### src/rtl/hazard_pkg.sv
// Shared types for the pipeline hazard unit: FSM states and operand forward-select codes.
package hazard_pkg;

   typedef enum logic [1:0] {
      ST_RUN      = 2'b00,
      ST_MEM_WAIT = 2'b01,
      ST_LONG     = 2'b10
   } hz_state_t;

   localparam logic [1:0] FWD_RF = 2'b00;
   localparam logic [1:0] FWD_W  = 2'b01;
   localparam logic [1:0] FWD_M  = 2'b10;

endpackage

### src/rtl/hazard_ctrl_fwd_select.sv
// Single-operand bypass select for the E stage; the younger M result wins over W.
module fwd_select
   import hazard_pkg::*;
#(
   parameter int REG_W = 4
) (
   input  logic [REG_W-1:0] src_reg,
   input  logic             src_valid,
   input  logic [REG_W-1:0] dst_regM,
   input  logic             reg_writeM,
   input  logic [REG_W-1:0] dst_regW,
   input  logic             reg_writeW,
   output logic [1:0]       fwd
);

   // Priority compare against the M then W destination.
   always_comb begin
      fwd = FWD_RF;
      if (src_valid && reg_writeM && (src_reg == dst_regM)) begin
         fwd = FWD_M;
      end else if (src_valid && reg_writeW && (src_reg == dst_regW)) begin
         fwd = FWD_W;
      end else begin
         fwd = FWD_RF;
      end
   end

endmodule

### src/rtl/hazard_ctrl.sv
// Pipeline hazard controller: operand forwarding, load-use interlock, memory-wait and
// long-operation stalls, mispredict flushes and a saturating stalled-cycle counter.
module hazard_ctrl
   import hazard_pkg::*;
#(
   parameter int NUM_SRC  = 4,
   parameter int REG_W    = 4,
   parameter int LONG_LAT = 4,
   parameter int CNT_W    = 16
) (
   input  logic                     clk,
   input  logic                     reset,
   input  logic [NUM_SRC*REG_W-1:0] src_regD,
   input  logic [NUM_SRC-1:0]       src_validD,
   input  logic [NUM_SRC*REG_W-1:0] src_regE,
   input  logic [NUM_SRC-1:0]       src_validE,
   input  logic [REG_W-1:0]         dst_regE,
   input  logic [REG_W-1:0]         dst_regM,
   input  logic [REG_W-1:0]         dst_regW,
   input  logic                     reg_writeE,
   input  logic                     reg_writeM,
   input  logic                     reg_writeW,
   input  logic                     mem_to_regE,
   input  logic                     mem_to_regM,
   input  logic                     mem_readyM,
   input  logic                     long_startE,
   input  logic                     wrong_predictionE,
   output logic [2*NUM_SRC-1:0]     forwardE,
   output logic                     stallF,
   output logic                     stallD,
   output logic                     stallE,
   output logic                     stallM,
   output logic                     flushD,
   output logic                     flushE,
   output logic                     busy,
   output logic [CNT_W-1:0]         stall_cnt
);

   localparam logic [3:0]       LONG_LOAD = 4'(LONG_LAT - 1);
   localparam logic [CNT_W-1:0] CNT_MAX   = {CNT_W{1'b1}};

   hz_state_t              state_r;
   logic [3:0]             lcnt_r;
   logic [CNT_W-1:0]       stall_cnt_r;
   logic [2*NUM_SRC-1:0]   fwd_s;
   logic                   mem_wait_s;
   logic                   ld_hit_s;
   logic                   ld_stall_s;
   logic                   long_go_s;
   logic                   stall_f_s, stall_d_s, stall_e_s, stall_m_s;
   logic                   flush_d_s, flush_e_s;

   for (genvar g = 0; g < NUM_SRC; g++) begin : g_fwd
      fwd_select #(.REG_W(REG_W)) u_fwd (
         .src_reg    (src_regE[g*REG_W +: REG_W]),
         .src_valid  (src_validE[g]),
         .dst_regM   (dst_regM),
         .reg_writeM (reg_writeM),
         .dst_regW   (dst_regW),
         .reg_writeW (reg_writeW),
         .fwd        (fwd_s[2*g +: 2])
      );
   end

   assign mem_wait_s = mem_to_regM & ~mem_readyM;
   // A long op only launches from RUN with E actually advancing into the multiplier.
   assign long_go_s  = (state_r == ST_RUN) & long_startE & ~mem_wait_s;

   // Load-use compare of every D operand against the load in E.
   always_comb begin
      ld_hit_s = 1'b0;
      for (int i = 0; i < NUM_SRC; i++) begin
         ld_hit_s = ld_hit_s | (src_validD[i] & (src_regD[i*REG_W +: REG_W] == dst_regE));
      end
      ld_stall_s = reg_writeE & mem_to_regE & ld_hit_s;
   end

   // Raw stall decode by state, then flush/stall arbitration.
   always_comb begin
      stall_f_s = 1'b0;
      stall_d_s = 1'b0;
      stall_e_s = 1'b0;
      stall_m_s = 1'b0;
      case (state_r)
         ST_RUN, ST_MEM_WAIT: begin
            if (mem_wait_s) begin
               {stall_f_s, stall_d_s, stall_e_s, stall_m_s} = 4'b1111;
            end else if (long_go_s) begin
               {stall_f_s, stall_d_s, stall_e_s, stall_m_s} = 4'b1110;
            end else begin
               {stall_f_s, stall_d_s, stall_e_s, stall_m_s} = {ld_stall_s, ld_stall_s, 2'b00};
            end
         end
         ST_LONG: begin
            {stall_f_s, stall_d_s, stall_e_s, stall_m_s} = {3'b111, mem_wait_s};
         end
         default: begin
            {stall_f_s, stall_d_s, stall_e_s, stall_m_s} = 4'b0000;
         end
      endcase
      // A mispredict under a held E is deferred until E moves.
      flush_d_s = wrong_predictionE & ~stall_e_s;
      flush_e_s = (ld_stall_s | wrong_predictionE) & ~stall_e_s;
      if (flush_d_s) begin
         stall_d_s = 1'b0;
      end else begin
         stall_d_s = stall_d_s;
      end
   end

   // Output drive, forced quiet while reset is held.
   always_comb begin
      if (reset) begin
         forwardE = {(2*NUM_SRC){1'b0}};
         {stallF, stallD, stallE, stallM} = 4'b0000;
         {flushD, flushE} = 2'b00;
         busy = 1'b0;
      end else begin
         forwardE = fwd_s;
         {stallF, stallD, stallE, stallM} = {stall_f_s, stall_d_s, stall_e_s, stall_m_s};
         {flushD, flushE} = {flush_d_s, flush_e_s};
         busy = (state_r != ST_RUN);
      end
   end

   assign stall_cnt = stall_cnt_r;

   // Hazard FSM and long-op countdown; a memory wait freezes the countdown.
   always_ff @(posedge clk or posedge reset) begin
      if (reset) begin
         state_r <= ST_RUN;
         lcnt_r  <= 4'd0;
      end else begin
         case (state_r)
            ST_RUN: begin
               if (mem_wait_s) begin
                  state_r <= ST_MEM_WAIT;
               end else if (long_go_s) begin
                  state_r <= ST_LONG;
                  lcnt_r  <= LONG_LOAD;
               end else begin
                  state_r <= ST_RUN;
               end
            end
            ST_MEM_WAIT: begin
               if (!mem_wait_s) begin
                  state_r <= ST_RUN;
               end else begin
                  state_r <= ST_MEM_WAIT;
               end
            end
            ST_LONG: begin
               if (mem_wait_s) begin
                  lcnt_r <= lcnt_r;
               end else if (lcnt_r <= 4'd1) begin
                  state_r <= ST_RUN;
                  lcnt_r  <= 4'd0;
               end else begin
                  lcnt_r <= lcnt_r - 4'd1;
               end
            end
            default: begin
               state_r <= ST_RUN;
               lcnt_r  <= 4'd0;
            end
         endcase
      end
   end

   // Saturating count of cycles in which fetch was held.
   always_ff @(posedge clk or posedge reset) begin
      if (reset) begin
         stall_cnt_r <= {CNT_W{1'b0}};
      end else if (stallF && (stall_cnt_r != CNT_MAX)) begin
         stall_cnt_r <= stall_cnt_r + CNT_W'(1);
      end else begin
         stall_cnt_r <= stall_cnt_r;
      end
   end

endmodule

### config.mk
export PLATFORM = sky130hd
export DESIGN_NAME = hazard_ctrl
export DESIGN_NICKNAME = d
export VERILOG_FILES = /design/src/rtl/hazard_pkg.sv /design/src/rtl/hazard_ctrl_fwd_select.sv /design/src/rtl/hazard_ctrl.sv
export SDC_FILE = /design/constraint.sdc
export NUM_CORES = 1
export LEC_CHECK = 0
export ABC_CLOCK_PERIOD_IN_PS = 2100
export BUFFER_PORTS_ARGS = -buffer_cell sky130_fd_sc_hd__buf_2
export CAP_MARGIN = 10
export CORE_MARGIN = 3
export CORE_UTILIZATION = 25
export DETAILED_ROUTE_END_ITERATION = 16
export HOLD_SLACK_MARGIN = 0.12
export MAX_ROUTING_LAYER = met4
export RECOVER_POWER = 100
export SETUP_SLACK_MARGIN = 0.02
export SLEW_MARGIN = 20
export SYNTH_ARGS = -nofsm -noshare
export SYNTH_HDL_FRONTEND = slang
export SYNTH_HIERARCHICAL = 1
export SYNTH_SLANG_ARGS = --single-unit
### constraint.sdc
create_clock -name clk -period 2.1 [get_ports clk]
set_input_delay 0.315 -clock clk [delete_from_list [all_inputs] [get_ports clk]]
set_output_delay 0.315 -clock clk [all_outputs]
set_load 0.005 [all_outputs]
* After elaboration in Yosys (flattened, before gate mapping)
Cells that the tools add are included.
** Storage, ports and cells
- Word-level logic and storage cells :: 102
- Bits of input ports :: 62
- Output and inout bits :: 31
- Register bits :: 22
** Operators by class
- Eq/ne operators :: 19
- Reductions and logical operators :: 22
- Muxes and demuxes :: 36
- Magnitude comparators :: 1
- $add $sub $neg :: 2
- Bitwise gates (word level) :: 19
** Operator list (number)
- 4-bit equality test :: 12
- 1-bit two-way mux :: 18
- 1-bit logical AND :: 17
- 16-bit by 1-bit adder with 16-bit output, second input constant :: 1
- 2-bit two-way mux :: 8
- 4-bit two-way mux :: 4
- 16-bit inequality test, second input constant :: 1
- 4-bit case mux with 3 select lines :: 1
- 1-bit AND :: 11
- 8-bit two-way mux :: 1
- 2-bit inequality test, second input constant :: 4
- 1-bit case mux with 2 select lines :: 3
- 2-bit case mux with 3 select lines :: 1
- 4-bit by 1-bit less-or-equal comparator with 1-bit output, second input constant :: 1
- 1-bit NOT :: 4
- 1-bit OR :: 4
- 4-bit AND reduction :: 1
- 4-bit by 1-bit subtractor with 4-bit output, second input constant :: 1
- 2-bit by 1-bit equality test with 1-bit output, second input constant :: 1
- 2-bit equality test, second input constant :: 1
- 2-bit zero test :: 1
- 2-bit AND reduction :: 1
- 2-bit nonzero test :: 1
- 2-bit OR reduction :: 1

* Logic depth before layout (Yosys ltp)
- Word-level depth :: 11
- Gate-level depth with buffers :: 9
- Depth with buffers taken out :: 8

* Hierarchy
Netlist, hierarchy kept.
** By module, submodules not included
- hazard_ctrl :: instances 1, sequential area each 550.5 µm², area an instance 1396.3 µm², cells each 154
- fwd_select :: instances 4, sequential area each 0.0 µm², area an instance 121.4 µm², cells each 14

* Worst setup path after synthesis
Ideal clock, no wire load.
- Path type :: input-to-reg
- Start :: input reset
- End :: register stall_cnt_r[8] (netlist: stall_cnt[8])
- Setup time :: 0.125 ns
- Arrival time :: 1.589 ns
- Required time :: 1.975 ns
- Path buffers :: 1
- Setup slack :: 0.387 ns
- Cell stages on the path :: 6
- Path through :: inv_1 -> and2_1 -> o21a_4 -> buf_6 -> nand3_1 -> xnor2_1
** Between the ends
- Word-level cells in the longest chain between the ends :: 2
** Ends and longest elaborated chain
- start, declared :: line hazard_ctrl.sv:12 : input logic reset,
- 1-bit two-way mux :: line hazard_ctrl.sv:113 : if (reset) begin
- 1-bit logical AND :: line hazard_ctrl.sv:174 : end else if (stallF && (stall_cnt_r != CNT_MAX)) begin
- end signal, assigned :: line hazard_ctrl.sv:173 : stall_cnt_r <= {CNT_W{1'b0}};
- end signal, assigned :: line hazard_ctrl.sv:175 : stall_cnt_r <= stall_cnt_r + CNT_W'(1);
- end signal, assigned :: line hazard_ctrl.sv:177 : stall_cnt_r <= stall_cnt_r;
- end, declared :: line hazard_ctrl.sv:44 : logic [CNT_W-1:0] stall_cnt_r;
Every way passes these cells.
A chain may end at the register's enable or synchronous reset.

* Final worst setup path
- Start :: register state_r[1]
- End :: output stallF
** Between the ends
- Word-level cells in the longest chain between the ends :: 7
- Elaborated cells between the ends (all ways) :: 10
- Those cells by class :: eq/ne: 2; mux: 4; bitwise: 2; reduce/logical: 2
** Ends and longest elaborated chain
- start, declared :: line hazard_ctrl.sv:42 : hz_state_t state_r;
- start signal, assigned :: line hazard_ctrl.sv:131 : state_r <= ST_RUN;
- start signal, assigned :: line hazard_ctrl.sv:137 : state_r <= ST_MEM_WAIT;
- start signal, assigned :: line hazard_ctrl.sv:139 : state_r <= ST_LONG;
- 2-bit zero test :: line hazard_ctrl.sv:67, hazard_ctrl.sv:84
- 1-bit AND (2 in a row) :: line hazard_ctrl.sv:67 : assign long_go_s = (state_r == ST_RUN) & long_startE & ~mem_wait_s;
- 1-bit two-way mux :: line hazard_ctrl.sv:88 : end else if (long_go_s) begin
- 1-bit two-way mux :: line hazard_ctrl.sv:86 : if (mem_wait_s) begin
- 1-bit case mux with 2 select lines (*) :: line hazard_ctrl.sv:84 : case (state_r)
- 1-bit two-way mux (*) :: line hazard_ctrl.sv:113
- end, declared :: line hazard_ctrl.sv:29 : output logic stallF,
Every way passes the cells marked *; elsewhere a longest branch is shown, timed or not.

==> summary.md <==
| Metric | Value |
|---|---|
| Status | `complete, no violations` |
| Crit path time final | `roughly 1.9 ns` |
| Worst-path clk slew | `about 0.08 ns` |
| Ys async rst share | `100%` |
| Std-Cell Rows | `31` |
| Sequential group share of total power | `~38%` |
| Setup TNS | `0 ns` |
| CTS max path bufs | `2` |
| Clock tree root buffer cell | `clkbuf_8` |
| Post-route ant nets | `0` |
| Final layout net count | `~370` |
| Final worst-path cycle share | `roughly 90%` |
| Seq cells post-synth | `22` |
| Post-route cell area | `between 2000 and 2500 µm²` |
| EDFF count, synth | `0` |
| Yosys cell types | `33` |
| Startpoint Class | `flop` |
| Crit end category | `output port` |
| Sequential-to-total area share from yosys stat | `slightly below 30%` |
| Final hold violations | `0` |
| Wire length per cell | `11.8 µm` |
| Core area | `about 7300 µm²` |
| CTS sink count | `22` |
| Worst Clk Skew | `0.00567 ns` |
| All-Layer GR Usage | `11.4%` |
| Placed Area | `about 2500 µm²` |
| Max-cap violations | `0` |
| Vias in the first global route | `roughly 1.8k` |
| # fillers | `just over 800` |
| Synthesized area | `about 1900 µm²` |
| Critical path arrival | `between 1.5 and 2 ns` |
| Iteration-0 DRC Markers | `47` |
| Max Fclk | `approximately 530 MHz` |
| Mapped Cells | `210` |
| Antenna violations before repair | `0` |
| Layout cells sized above 1 | `about a third` |
| Die area | `roughly 8600 µm²` |
| CP max FO | `11` |
| Leak Pwr | `~0.0011 µW` |
| Worst vdd ir | `just under 0.0003 V` |
| Max transition margin | `about a fifth` |
| Clock share of power | `22.4%` |
| Cell taking the most area after synthesis | `dfrtp_1` |
| Drt pass-1 iters | `3` |
| TritonCTS clock tree | `done` |
| Switching Share | `a little over a third` |
| Top_reg_cell synth | `dfrtp_1` |
| Antenna diodes | `0` |
| Critical path class | `reg2out` |
| Worst-Margin Slew | `1.19 ns` |
| Top cells by area, synth | `dfrtp_1 (29%), xnor2_1 (18%), xor2_1 (12%)` |
| WP data required | `1.78 ns` |
| Critical path's slowest cell | `dfrtp_2` |
| First-pass GRT wire length | `7960 µm` |
| CTS buffer count | `3` |
| Largest net degree at the start of global routing | `23` |
| Min-delay worst type | `in2reg` |
| Die Height | `92.8 µm` |
| Area share of the largest cell type after synthesis | `29.3%` |
| Post-detail-place hpwl | `between 4000 and 5000 µm` |
| # setup viols final | `0` |
| Slowest stage delay, CP | `between 0.4 and 0.5 ns` |
| Vias | `roughly 1.8k` |
| Most used cells in the layout excluding fill and tap cells | `buf_2 (77), xnor2_1 (39), xor2_1 (25)` |
| P_sw | `just over 600 µW` |
| Later-pin clock latency in the skew report | `0.26 ns` |
| Commonest non-fill, non-tap cell in the layout | `buf_2` |
| PwrDens | `approximately 710 nW/µm²` |
| Synthesis-to-finish area growth | `32.6%` |
| Max Slew Vio Count | `0` |
| Buffers added on ports | `92` |
| Initial Utilization | `between 20% and 30%` |
| Setup bufs post-CTS | `0` |
| IO Pins | `slightly above 90` |
| Die Span X | `92.8 µm` |
| CTS H-tree lvls | `1` |
| Syn Area/Cell | `around 9.0 µm²` |
| Post-Syn Nets | `~280` |
| Cell Chain, Critical Path | `nor2_1 > o22ai_1 > and2_2 > nor2_2 > inv_1 > buf_2` |
| Yosys Warn Count | `6` |
| GPL Wtd Cong | `~0.75` |
| Residual DRC count | `0` |
| Avg Vias per Cell | `between 4 and 5` |
| Unrepaired setup endpoints after global routing | `no` |
| Comb pwr share | `roughly two fifths` |
| Remaining Overflow, GRT | `0` |
| Detailed Route WL | `4750 µm` |
| P_int | `around 1100 µW` |
-- per-stage QoR --
step / total power, µW / setup slack [ns] / hold slack (ns) / util [%] / instances
3_3_place_gp: 1380 / 0.182 / 0.480 / 33.8 / 400
2_1_floorplan: 1130 / 0.387 / 0.309 / - / 210
3_5_place_dp: 1400 / 0.170 / 0.484 / 33.8 / 400
5_1_grt: 1920 / 0.0286 / 0.465 / 34.2 / 404
4_1_cts: 1800 / 0.0892 / 0.219 / 34.8 / 404
6_report: 1760 / 0.215 / 0.436 / 34.2 / 404
-- final cells by class --
type,instances,area (µm²),share of cell area [%]
repair buffers,95,462,18.5
clock inverters,1,30.0,1.20
inverters,8,30.0,1.20
multi-input cells,176,1260,50.4
well taps,99,124,4.96
clock buffers,3,41.3,1.65
flip-flops and latches,22,552,22.1
-- power by group through the flow --
stage          Combinational, µW  Clock (µW)  Sequential (µW)
2_1_floorplan                495           0              632
3_3_place_gp                 709           0              673
3_5_place_dp                 725           0              674
4_1_cts                      727         405              666
5_1_grt                      806         416              694
6_report                     699         396              669
-- cell usage after synthesis, types with 2 or more instances --
| master | instances |
|---|---|
| xnor2_1 | 39 |
| and2_1 | 2 |
| o21ai_0 | 3 |
| a22o_1 | 2 |
| dfrtp_1 | 22 |
| mux2_2 | 2 |
| and3_1 | 5 |
| nor3_1 | 5 |
| nor3_2 | 4 |
| ha_1 | 3 |
| nand4_1 | 4 |
| xor2_1 | 25 |
| a211oi_2 | 4 |
| nor4_1 | 3 |
| nand3_1 | 18 |
| inv_1 | 8 |
| and3_4 | 4 |
| nor2_1 | 18 |
| a31oi_1 | 3 |
| clkbuf_1 | 2 |
| nand2_1 | 9 |
| nor2b_1 | 10 |
| and2_2 | 4 |
| o22ai_1 | 2 |
-- final timing paths --
| kind | from | to | slack [ns] | cells after the start |
|---|---|---|---|---|
| max | state_r[1] | stallF | 0.21 | 6 |
| min in group asynchronous | reset | stall_cnt[13] | 0.69 | 3 |
| min | long_startE | state_r[1] | 0.44 | 4 |
| max reg2reg | stall_cnt[0] | stall_cnt[1] | 0.38 | 5 |
| min reg2reg | stall_cnt[10] | stall_cnt[10] | 0.49 | 1 |
| max in group asynchronous | reset | state_r[1] | 0.62 | 3 |
-- layer usage --
metal / part of all wire (%) / up-vias / global-route usage (%)
met3: 4.5 / 2 / 1.06
li1: - / 895 / -
met4: 0.27 / 0 / 1.83
met2: 51 / 42 / 20.3
met5: 0 / - / -
met1: 44 / 833 / 14.2
-- worst max-delay path, delay by kind of cell, from the launching register on --
| kind | cells | cell delay, ns |
|---|---|---|
| simple gates | 3 | 0.53 |
| flops | 1 | 0.48 |
| buf+inv | 2 | 0.19 |
| compound gates | 1 | 0.11 |
-- kinds of logic (layout without fill, tap and decap cells) --
family | count (synthesis) | in the layout | synth area share (%)
AND/OR/NAND/NOR | 88 | 88 | 26.4
XOR/XNOR | 64 | 64 | 29.8
flip-flops | 22 | 22 | 29.3
AO/OA/AOI/OAI | 18 | 18 | 7.98
buffers and inverters | 12 | 107 | 2.86
adder cells (fa/ha/maj) | 3 | 3 | 1.99
multiplexers | 3 | 3 | 1.73
-- what timing repair did --
item | CTS | global route
gates resized for setup | 0 | 3
hold buffers | 0 | 0
endpoints found under the setup margin | 0 | 2
-- state kept, by name, summed over array words and instances, names as in the netlist --
register	count
lcnt_r	4
stall_cnt	16
state_r	2
Note: power is estimated with default switching activity, not from simulation.
